<file path="src/rtl/bcd_down_timer_pkg.sv">
// Shared types and constants for the BCD countdown timer and its 7-segment decoder.
//   state_t     : timer state (IDLE, RUN, DONE)
//   SEG_*       : active-low {g..a} segment patterns for digits 0-9
//   SEG_BLANK   : all segments off
//   clamp_bcd() : limits a 4-bit code to a legal BCD digit (>9 -> 9)
package bcd_down_timer_pkg;

   localparam int unsigned DIGIT_W = 4;
   localparam int unsigned SEG_W   = 7;

   typedef enum logic [1:0] {
      IDLE = 2'd0,
      RUN  = 2'd1,
      DONE = 2'd2
   } state_t;

   localparam logic [SEG_W-1:0] SEG_0     = 7'b1000000;
   localparam logic [SEG_W-1:0] SEG_1     = 7'b1111001;
   localparam logic [SEG_W-1:0] SEG_2     = 7'b0100100;
   localparam logic [SEG_W-1:0] SEG_3     = 7'b0110000;
   localparam logic [SEG_W-1:0] SEG_4     = 7'b0011001;
   localparam logic [SEG_W-1:0] SEG_5     = 7'b0010010;
   localparam logic [SEG_W-1:0] SEG_6     = 7'b0000010;
   localparam logic [SEG_W-1:0] SEG_7     = 7'b1111000;
   localparam logic [SEG_W-1:0] SEG_8     = 7'b0000000;
   localparam logic [SEG_W-1:0] SEG_9     = 7'b0010000;
   localparam logic [SEG_W-1:0] SEG_BLANK = 7'b1111111;

   function automatic logic [DIGIT_W-1:0] clamp_bcd(input logic [DIGIT_W-1:0] d);
      return (d > 4'd9) ? 4'd9 : d;
   endfunction

endpackage

</file>
<file path="src/rtl/bcd_down_timer_seg7.sv">
// Combinational BCD to active-low 7-segment decoder; codes above 9 blank the digit.
//   bcd   : 4-bit BCD digit in
//   seg_c : active-low segments {g..a}
module bcd_to_seg7
   import bcd_down_timer_pkg::*;
(
   input  logic [DIGIT_W-1:0] bcd,
   output logic [SEG_W-1:0]   seg_c
);

   always_comb begin
      seg_c = SEG_BLANK;
      case (bcd)
         4'd0:    seg_c = SEG_0;
         4'd1:    seg_c = SEG_1;
         4'd2:    seg_c = SEG_2;
         4'd3:    seg_c = SEG_3;
         4'd4:    seg_c = SEG_4;
         4'd5:    seg_c = SEG_5;
         4'd6:    seg_c = SEG_6;
         4'd7:    seg_c = SEG_7;
         4'd8:    seg_c = SEG_8;
         4'd9:    seg_c = SEG_9;
         default: seg_c = SEG_BLANK;
      endcase
   end

endmodule

</file>
<file path="src/rtl/bcd_down_timer.sv">
// Two-digit BCD countdown timer with prescaled clock enable and 7-segment outputs.
//   clk, clr_n               : clock, synchronous active-low clear
//   load, preset_tens/units  : load (clamped) preset and return to IDLE
//   s_p                      : run(1)/pause(0) level
//   tens, units              : current BCD digits
//   done, expire             : DONE-state flag, one-cycle 01->00 pulse
//   Hex1, Hex0               : registered active-low segments of tens/units
module bcd_down_timer
   import bcd_down_timer_pkg::*;
#(
   parameter int unsigned TICK_DIV = 50000000
) (
   input  logic               clk,
   input  logic               clr_n,
   input  logic               load,
   input  logic [DIGIT_W-1:0] preset_tens,
   input  logic [DIGIT_W-1:0] preset_units,
   input  logic               s_p,
   output logic [DIGIT_W-1:0] tens,
   output logic [DIGIT_W-1:0] units,
   output logic               done,
   output logic               expire,
   output logic [SEG_W-1:0]   Hex1,
   output logic [SEG_W-1:0]   Hex0
);

   localparam int unsigned         CNT_W   = (TICK_DIV > 1) ? $clog2(TICK_DIV) : 1;
   localparam logic [CNT_W-1:0]    CNT_MAX = CNT_W'(TICK_DIV - 1);

   state_t            state;
   logic [CNT_W-1:0]  cnt;
   logic              tick_c;
   logic [SEG_W-1:0]  seg_tens_c;
   logic [SEG_W-1:0]  seg_units_c;

   // Clock enable: last prescaler count while running.
   assign tick_c = (state == RUN) && (cnt == CNT_MAX);

   bcd_to_seg7 u_seg_tens  (.bcd(tens),  .seg_c(seg_tens_c));
   bcd_to_seg7 u_seg_units (.bcd(units), .seg_c(seg_units_c));

   // Prescaler, FSM, digit registers and registered display outputs.
   always_ff @(posedge clk) begin
      if (!clr_n) begin
         state  <= IDLE;
         cnt    <= '0;
         tens   <= '0;
         units  <= '0;
         done   <= 1'b0;
         expire <= 1'b0;
         Hex1   <= SEG_0;
         Hex0   <= SEG_0;
      end else begin
         Hex1   <= seg_tens_c;
         Hex0   <= seg_units_c;
         expire <= 1'b0;
         if (load) begin
            tens  <= clamp_bcd(preset_tens);
            units <= clamp_bcd(preset_units);
            cnt   <= '0;
            state <= IDLE;
            done  <= 1'b0;
         end else begin
            case (state)
               IDLE: begin
                  cnt <= '0;
                  if (s_p && ({tens, units} != 8'h00)) state <= RUN;
               end
               RUN: begin
                  if (!s_p) begin
                     // Pause discards the partial prescaler period.
                     state <= IDLE;
                     cnt   <= '0;
                  end else if (tick_c) begin
                     cnt <= '0;
                     if (units == 4'd0) begin
                        units <= 4'd9;
                        tens  <= tens - 4'd1;
                     end else begin
                        units <= units - 4'd1;
                     end
                     if ((tens == 4'd0) && (units == 4'd1)) begin
                        state  <= DONE;
                        done   <= 1'b1;
                        expire <= 1'b1;
                     end
                  end else begin
                     cnt <= cnt + CNT_W'(1);
                  end
               end
               DONE: cnt <= '0;
               default: begin
                  state <= IDLE;
                  cnt   <= '0;
               end
            endcase
         end
      end
   end

endmodule
</file>
<file path="config.mk">
export PLATFORM = sky130hd
export DESIGN_NAME = bcd_down_timer
export DESIGN_NICKNAME = d
export VERILOG_FILES = /design/src/rtl/bcd_down_timer_pkg.sv /design/src/rtl/bcd_down_timer_seg7.sv /design/src/rtl/bcd_down_timer.sv
export SDC_FILE = /design/constraint.sdc
export NUM_CORES = 1
export LEC_CHECK = 0
export ABC_AREA = 1
export CORE_MARGIN = 5
export CORE_UTILIZATION = 35
export CTS_CLUSTER_SIZE = 25
export DETAILED_ROUTE_END_ITERATION = 6
export MAX_ROUTING_LAYER = met4
export PLACE_DENSITY = 0.51
export SLEW_MARGIN = 20
export SYNTH_ARGS = -nofsm -noshare
export SYNTH_HDL_FRONTEND = slang
export SYNTH_SLANG_ARGS = --single-unit
</file>
<file path="constraint.sdc">
create_clock -name clk -period 3.6 [get_ports clk]
set_input_delay 0.72 -clock clk [delete_from_list [all_inputs] [get_ports clk]]
set_output_delay 0.72 -clock clk [all_outputs]
set_load 0.01 [all_outputs]
</file>
==> run metrics, run 1 <==
# DRC 0; CP bufs+invs 1; # hold bufs at CTS 0; # clock sinks 52; worst setup path start units[2]; commonest cells after routing, fill and taps aside nand2_1 (79), nor2_1 (56), dfxtp_1 (52); non-filler cells, final 546; r2r setup slk 1.58 ns; Synthesis Warnings 0; Distinct cells, synth 41; register bit total from synthesis 52; Core ar. 8090 µm²; Max-slew headroom 66.8%; Worst Setup Start Kind register; num rows 33; crit path capture type primary output; Syn Area/Cell 7.11 µm²; Antenna Nets Post-Route 0; Setup-failing EPs final 0; highest-delay cell along the critical path clkdlybuf4s50_1; cell area power density 340 nW/µm²; Worst-path clk slew 0.10 ns; Reg area 1040 µm²; reg2reg start cnt[0]; fmax 454 MHz; Root Driver clkbuf_8; NumNets Final 463; worst-path fanout max 10; Worst EP arrival 1.48 ns; Initial Utilization 35.5%; DRT Pass-1 Iters 4; CTS tree built; clk buf depth 2; Slew @ Worst Pin 0.497 ns; setup TNS 0 ns; area share of the largest cell type after synthesis 36.2%; crit path cell chain clkdlybuf4s50_1; vias 2,515; clk_skew 0.00924 ns; leading area contributor after synthesis dfxtp_1; share of cells above drive strength 1 11.6%; Die X 101 µm; GP Congestion 0.878; initial antenna violation count 0; htree depth 2; Post-Syn Nets 427; class of the worst hold path register to register; wire per inst 12.0 µm; number of global-route vias before repair 2,505; crit share post-route 61.2%; pin count of the biggest net entering global routing 25; Design Power 1.15 mW; Worst path max stage delay 0.62 ns; crit-path leading delay family buffers and inverters; Hold WS 0.461 ns; Worst Hold Launch cnt[0]; total congestion overflow 0; Inst Count DP 538; clk_lat worst skew 0.31 ns; Cell Area, Synth 2870 µm²; gr usage total 14.1%; maximum VDD drop 0.178 mV; fillers 894; top cells by area, synth dfxtp_1 (36%), nand2_1 (10%), nor2_1 (7.3%); die area 10,100 µm²; number of I/O pins 36; max-slew violation count 0; Multi-input gate area 1540 µm²; CTS Buf Count 5; post_cts resized 0; sequential area share after synthesis 36.2%; drt initial violations 87; most common cell after layout, fill and taps aside nand2_1; chip height 101 µm; Syn Inst Count 404; DPL Wire Length 5100 µm; port buffer count 35; final core utilization 41.9%; RSZ-0062 raised after global routing false; post-CTS setup buffer count 0; WL final 6530 µm; outcome finished, final reports clean; Leak 1.32 nW; Avg Vias per Cell 4.61; CP required 2.88 ns; crit path time final 2.20 ns; synthesis-to-finish area growth 18.1%; Crit Path Category register to primary output; Max Cap Viol 0; global-route wire length before repair 11,400 µm; antenna diode count 0; Hold Fails Final Rpt 0
layout make-up:
class	count	area share, %
multi-input cells	284	45.3
flip-flops and latches	52	30.7
repair buffers	38	11.0
inverters	59	6.53
well taps	105	3.87
clock buffers	6	2.14
clock inverters	2	0.479
synth_stat cells, drive strengths merged:
library cell and number:
a22oi 1, dfxtp 52, or2 6, nor2 64, buf 8, nand3b 1, xnor2 3, o2111ai 1
ha 11, nand4 8, nand3 34, clkinv 1, inv 58, o21ai 10, a21oi 34, a211oi 1
o211ai 3, clkbuf 1, xor2 2, o31ai 1, nor3 14, nand2 88, nor3b 1, o22ai 1
where the power goes:
part | leakage [nW] | switching (mW) | internal [mW]
registers | 0.423 | 0.0219 | 0.599
logic | 0.859 | 0.100 | 0.0960
clock network | 0.0414 | 0.197 | 0.139
logic make-up (layout without fill, tap and decap cells):
kind of cell	after synthesis	in the layout	share of synthesized area [%]
AOI/OAI and AO/OA	52	52	10.7
xor gates and xnor gates	5	5	1.52
adders and majority gates	11	11	4.79
buffers and inverters	68	105	10.2
DFF	52	52	36.2
and+or+nand+nor	216	216	36.5
stage by stage:
stage / worst slack, ns / instance area [µm²]
after floorplan: 1.90 / 2870
after global placement: 1.08 / 3300
after global routing: 1.17 / 3390
final: 1.40 / 3390
after detailed placement: 1.06 / 3300
after CTS: 1.38 / 3390
flip-flops by register name (all words and copies together), names as in the netlist:
signal	flops
Hex0	7
Hex1	7
cnt	26
done	1
expire	1
state	2
tens	4
units	4
final timing paths:
path / to / depth (start not counted)
worst max-delay path: units[2] / 1
worst min-delay path: cnt[0] / 1
worst max register to register: cnt[13] / 10
worst min register to register: cnt[0] / 1
metal layers:
metal	track usage (%)	up-vias	wire length (µm)
li1	-	1356	-
met2	24.0	51	3180
met3	2.49	4	214
met4	3.42	0	51
met5	-	-	0
met1	17.4	1104	3080
Power figures use the tool's default switching activity.
==> inputs of run 2 (changes only) <==
==> constraint.sdc (replaced) <==
create_clock -name clk -period 2.19 [get_ports clk]
set_input_delay 0.438 -clock clk [delete_from_list [all_inputs] [get_ports clk]]
set_output_delay 0.438 -clock clk [all_outputs]
set_load 0.01 [all_outputs]
==> run 2 against run 1 <==
Compared with the run above: register-to-register slack worse by 1.2 ns; core utilization is 0.71 points higher; clock power is 67% higher; clock skew is 0.0031 ns lower; final cell count is 1.3% higher; sequential share of layout area is 0.51 points lower.
==> run metrics, run 2 (synthesis results as in run 1) <==
outcome finished, final reports clean; # DRC 0 (unchanged); vias 2,602 (+3.5%); most flop-heavy register cnt; share of cells above drive strength 1 12.9% (+1.4 points); most common cell after layout, fill and taps aside nand2_1; Root Driver clkbuf_8; number of global-route vias before repair 2,580 (+3.0%); clk_lat worst skew 0.30 ns (about the same); Worst EP arrival 1.47 ns (about the same); worst-path fanout max 10 (unchanged); Worst Hold Launch done; initial antenna violation count 0 (unchanged); Worst path max stage delay 0.62 ns (about the same); # clock sinks 52 (unchanged); fillers 878 (-1.8%); gr usage total 14.4% (+0.22 points); CP required 1.75 ns (-1.13 ns); Net Sw Frac 26.4% (-1.3 points); max reg flops 26 (unchanged); Hold Crit Depth 2 (+1); DRT Pass-1 Iters 4 (unchanged); Slew @ Worst Pin 0.367 ns (-0.130 ns); Place WS 0.178 ns (-0.880 ns); WL final 6480 µm (-0.81%); Hold Fails Final Rpt 0 (unchanged); Multi-input gate area 1540 µm² (unchanged); R2R depth 9 (-1); Max Cap Viol 0 (unchanged); Reg-to-Reg End cnt[14]; r2r setup slk 0.40 ns (-1.18 ns); setup TNS 0 ns (unchanged); Net Sw Power 503 µW (+58%); wire per inst 11.7 µm (-2.1%); crit path cell chain clkdlybuf4s50_1; max-slew violation count 0 (unchanged); Clock Power Share 29.4% (+0.3 points); crit path capture type primary output; Setup-failing EPs final 0 (unchanged); Internal 1.40 mW (+68%); Worst Hold Path EP done; Worst-path clk slew 0.09 ns (about the same); number of I/O pins 36 (unchanged); Leak 1.36 nW (+2.8%); logic gate share of total power 17.1% (about the same); Top Registers cnt (26), Hex0 (7), Hex1 (7); num rows 33 (unchanged); Core ar. 8090 µm² (unchanged); GP Congestion 0.908 (+3.4%); htree depth 2 (unchanged); total congestion overflow 0 (unchanged); fmax 523 MHz; commonest cells after routing, fill and taps aside nand2_1 (79), nor2_1 (56), dfxtp_1 (52); Antenna Nets Post-Route 0 (unchanged); die area 10,100 µm² (unchanged); # hold bufs at CTS 0 (unchanged); Crit Path Category register to primary output; RSZ-0062 raised after global routing false; crit share post-route 87.3%; class of the worst hold path register to register; chip height 101 µm (unchanged); Worst Setup Slack, final 0.277 ns (-1.12 ns); Max-slew headroom 75.5% (+8.7 points); Worst Setup Start Kind register; global-route wire length before repair 11,600 µm (+1.6%); Avg Vias per Cell 4.71 (+2.1%); crit path time final 1.91 ns; cell area power density 553 nW/µm² (+63%); Die X 101 µm (unchanged); post_cts resized 0 (unchanged); CP bufs+invs 1 (unchanged); clk_skew 0.00617 ns (-0.00307 ns); maximum VDD drop 0.301 mV (+69%); post-CTS setup buffer count 0 (unchanged); sequential group share of total power 53.5% (-0.4 points); highest-delay cell along the critical path clkdlybuf4s50_1; crit-path leading delay family buffers and inverters; Reg area 1040 µm² (unchanged); Initial Utilization 35.5% (unchanged); synthesis-to-finish area growth 20.1%; reg2reg start cnt[0]; CTS tree built; DPL Wire Length 5180 µm (+1.6%); non-filler cells, final 553 (+1.3%); antenna diode count 0 (unchanged); clk buf depth 2 (unchanged); port buffer count 35 (unchanged); CP Depth 1 (unchanged); drt initial violations 63 (-28%); pin count of the biggest net entering global routing 16 (-36%); NumNets Final 470 (+1.5%); CTS Buf Count 5 (unchanged); Inst Count DP 545 (+1.3%)
## run 2: power groups by stage
stage / logic [mW] / clock network, mW / registers, mW
after floorplan: 0.181 / 0 / 1.05
after global placement: 0.332 / 0 / 1.04
after detailed placement: 0.330 / 0 / 1.04
after CTS: 0.332 / 0.594 / 1.02
after global routing: 0.371 / 0.629 / 1.03
final: 0.326 / 0.561 / 1.02
## run 2: area by class of cell
cell class / instances / area share [%]
inverters: 59 / 6.42
clock inverters: 1 / 0.218
flip-flops and latches: 52 / 30.2
well taps: 105 / 3.81
clock buffers: 7 / 2.50
repair buffers: 45 / 12.3
multi-input cells: 284 / 44.6
## run 2: how the worst max path moves through the flow
stage	startpoint	to
2_1_floorplan	tens[0]	tens[2]
3_3_place_gp	clr_n	cnt[23]
3_5_place_dp	clr_n	cnt[23]
4_1_cts	units[2]	units[2]
5_1_grt	cnt[0]	cnt[14]
6_report	units[2]	units[2]
## run 2: stage by stage
stage / total power, mW / area [µm²] / utilization [%] / hold slack, ns
global placement: 1.37 / 3360 / 41.5 / 0.437
detailed placement: 1.37 / 3360 / 41.5 / 0.448
global route: 2.03 / 3450 / 42.6 / 0.498
finish: 1.91 / 3450 / 42.6 / 0.459
floorplan: 1.23 / 2870 / - / 0.418
CTS: 1.95 / 3450 / 42.6 / 0.461
## run 2: routing by layer
metal,GRT usage [%],wire [µm],vias to the layer above
met1,17.5,3060,1169
met3,2.63,148,17
met2,23.4,3110,35
met5,-,0,-
met4,5.70,152,0
li1,-,-,1381
==> inputs of run 3 (changes only) <==
--- a/config.mk
+++ b/config.mk
@@ -16,3 +16,4 @@
 export SYNTH_ARGS = -nofsm -noshare
 export SYNTH_HDL_FRONTEND = slang
 export SYNTH_SLANG_ARGS = --single-unit
+export TNS_END_PERCENT = 100
==> results of run 3 <==
No change in the layout: final DEF, timing and power equal those of run 2.
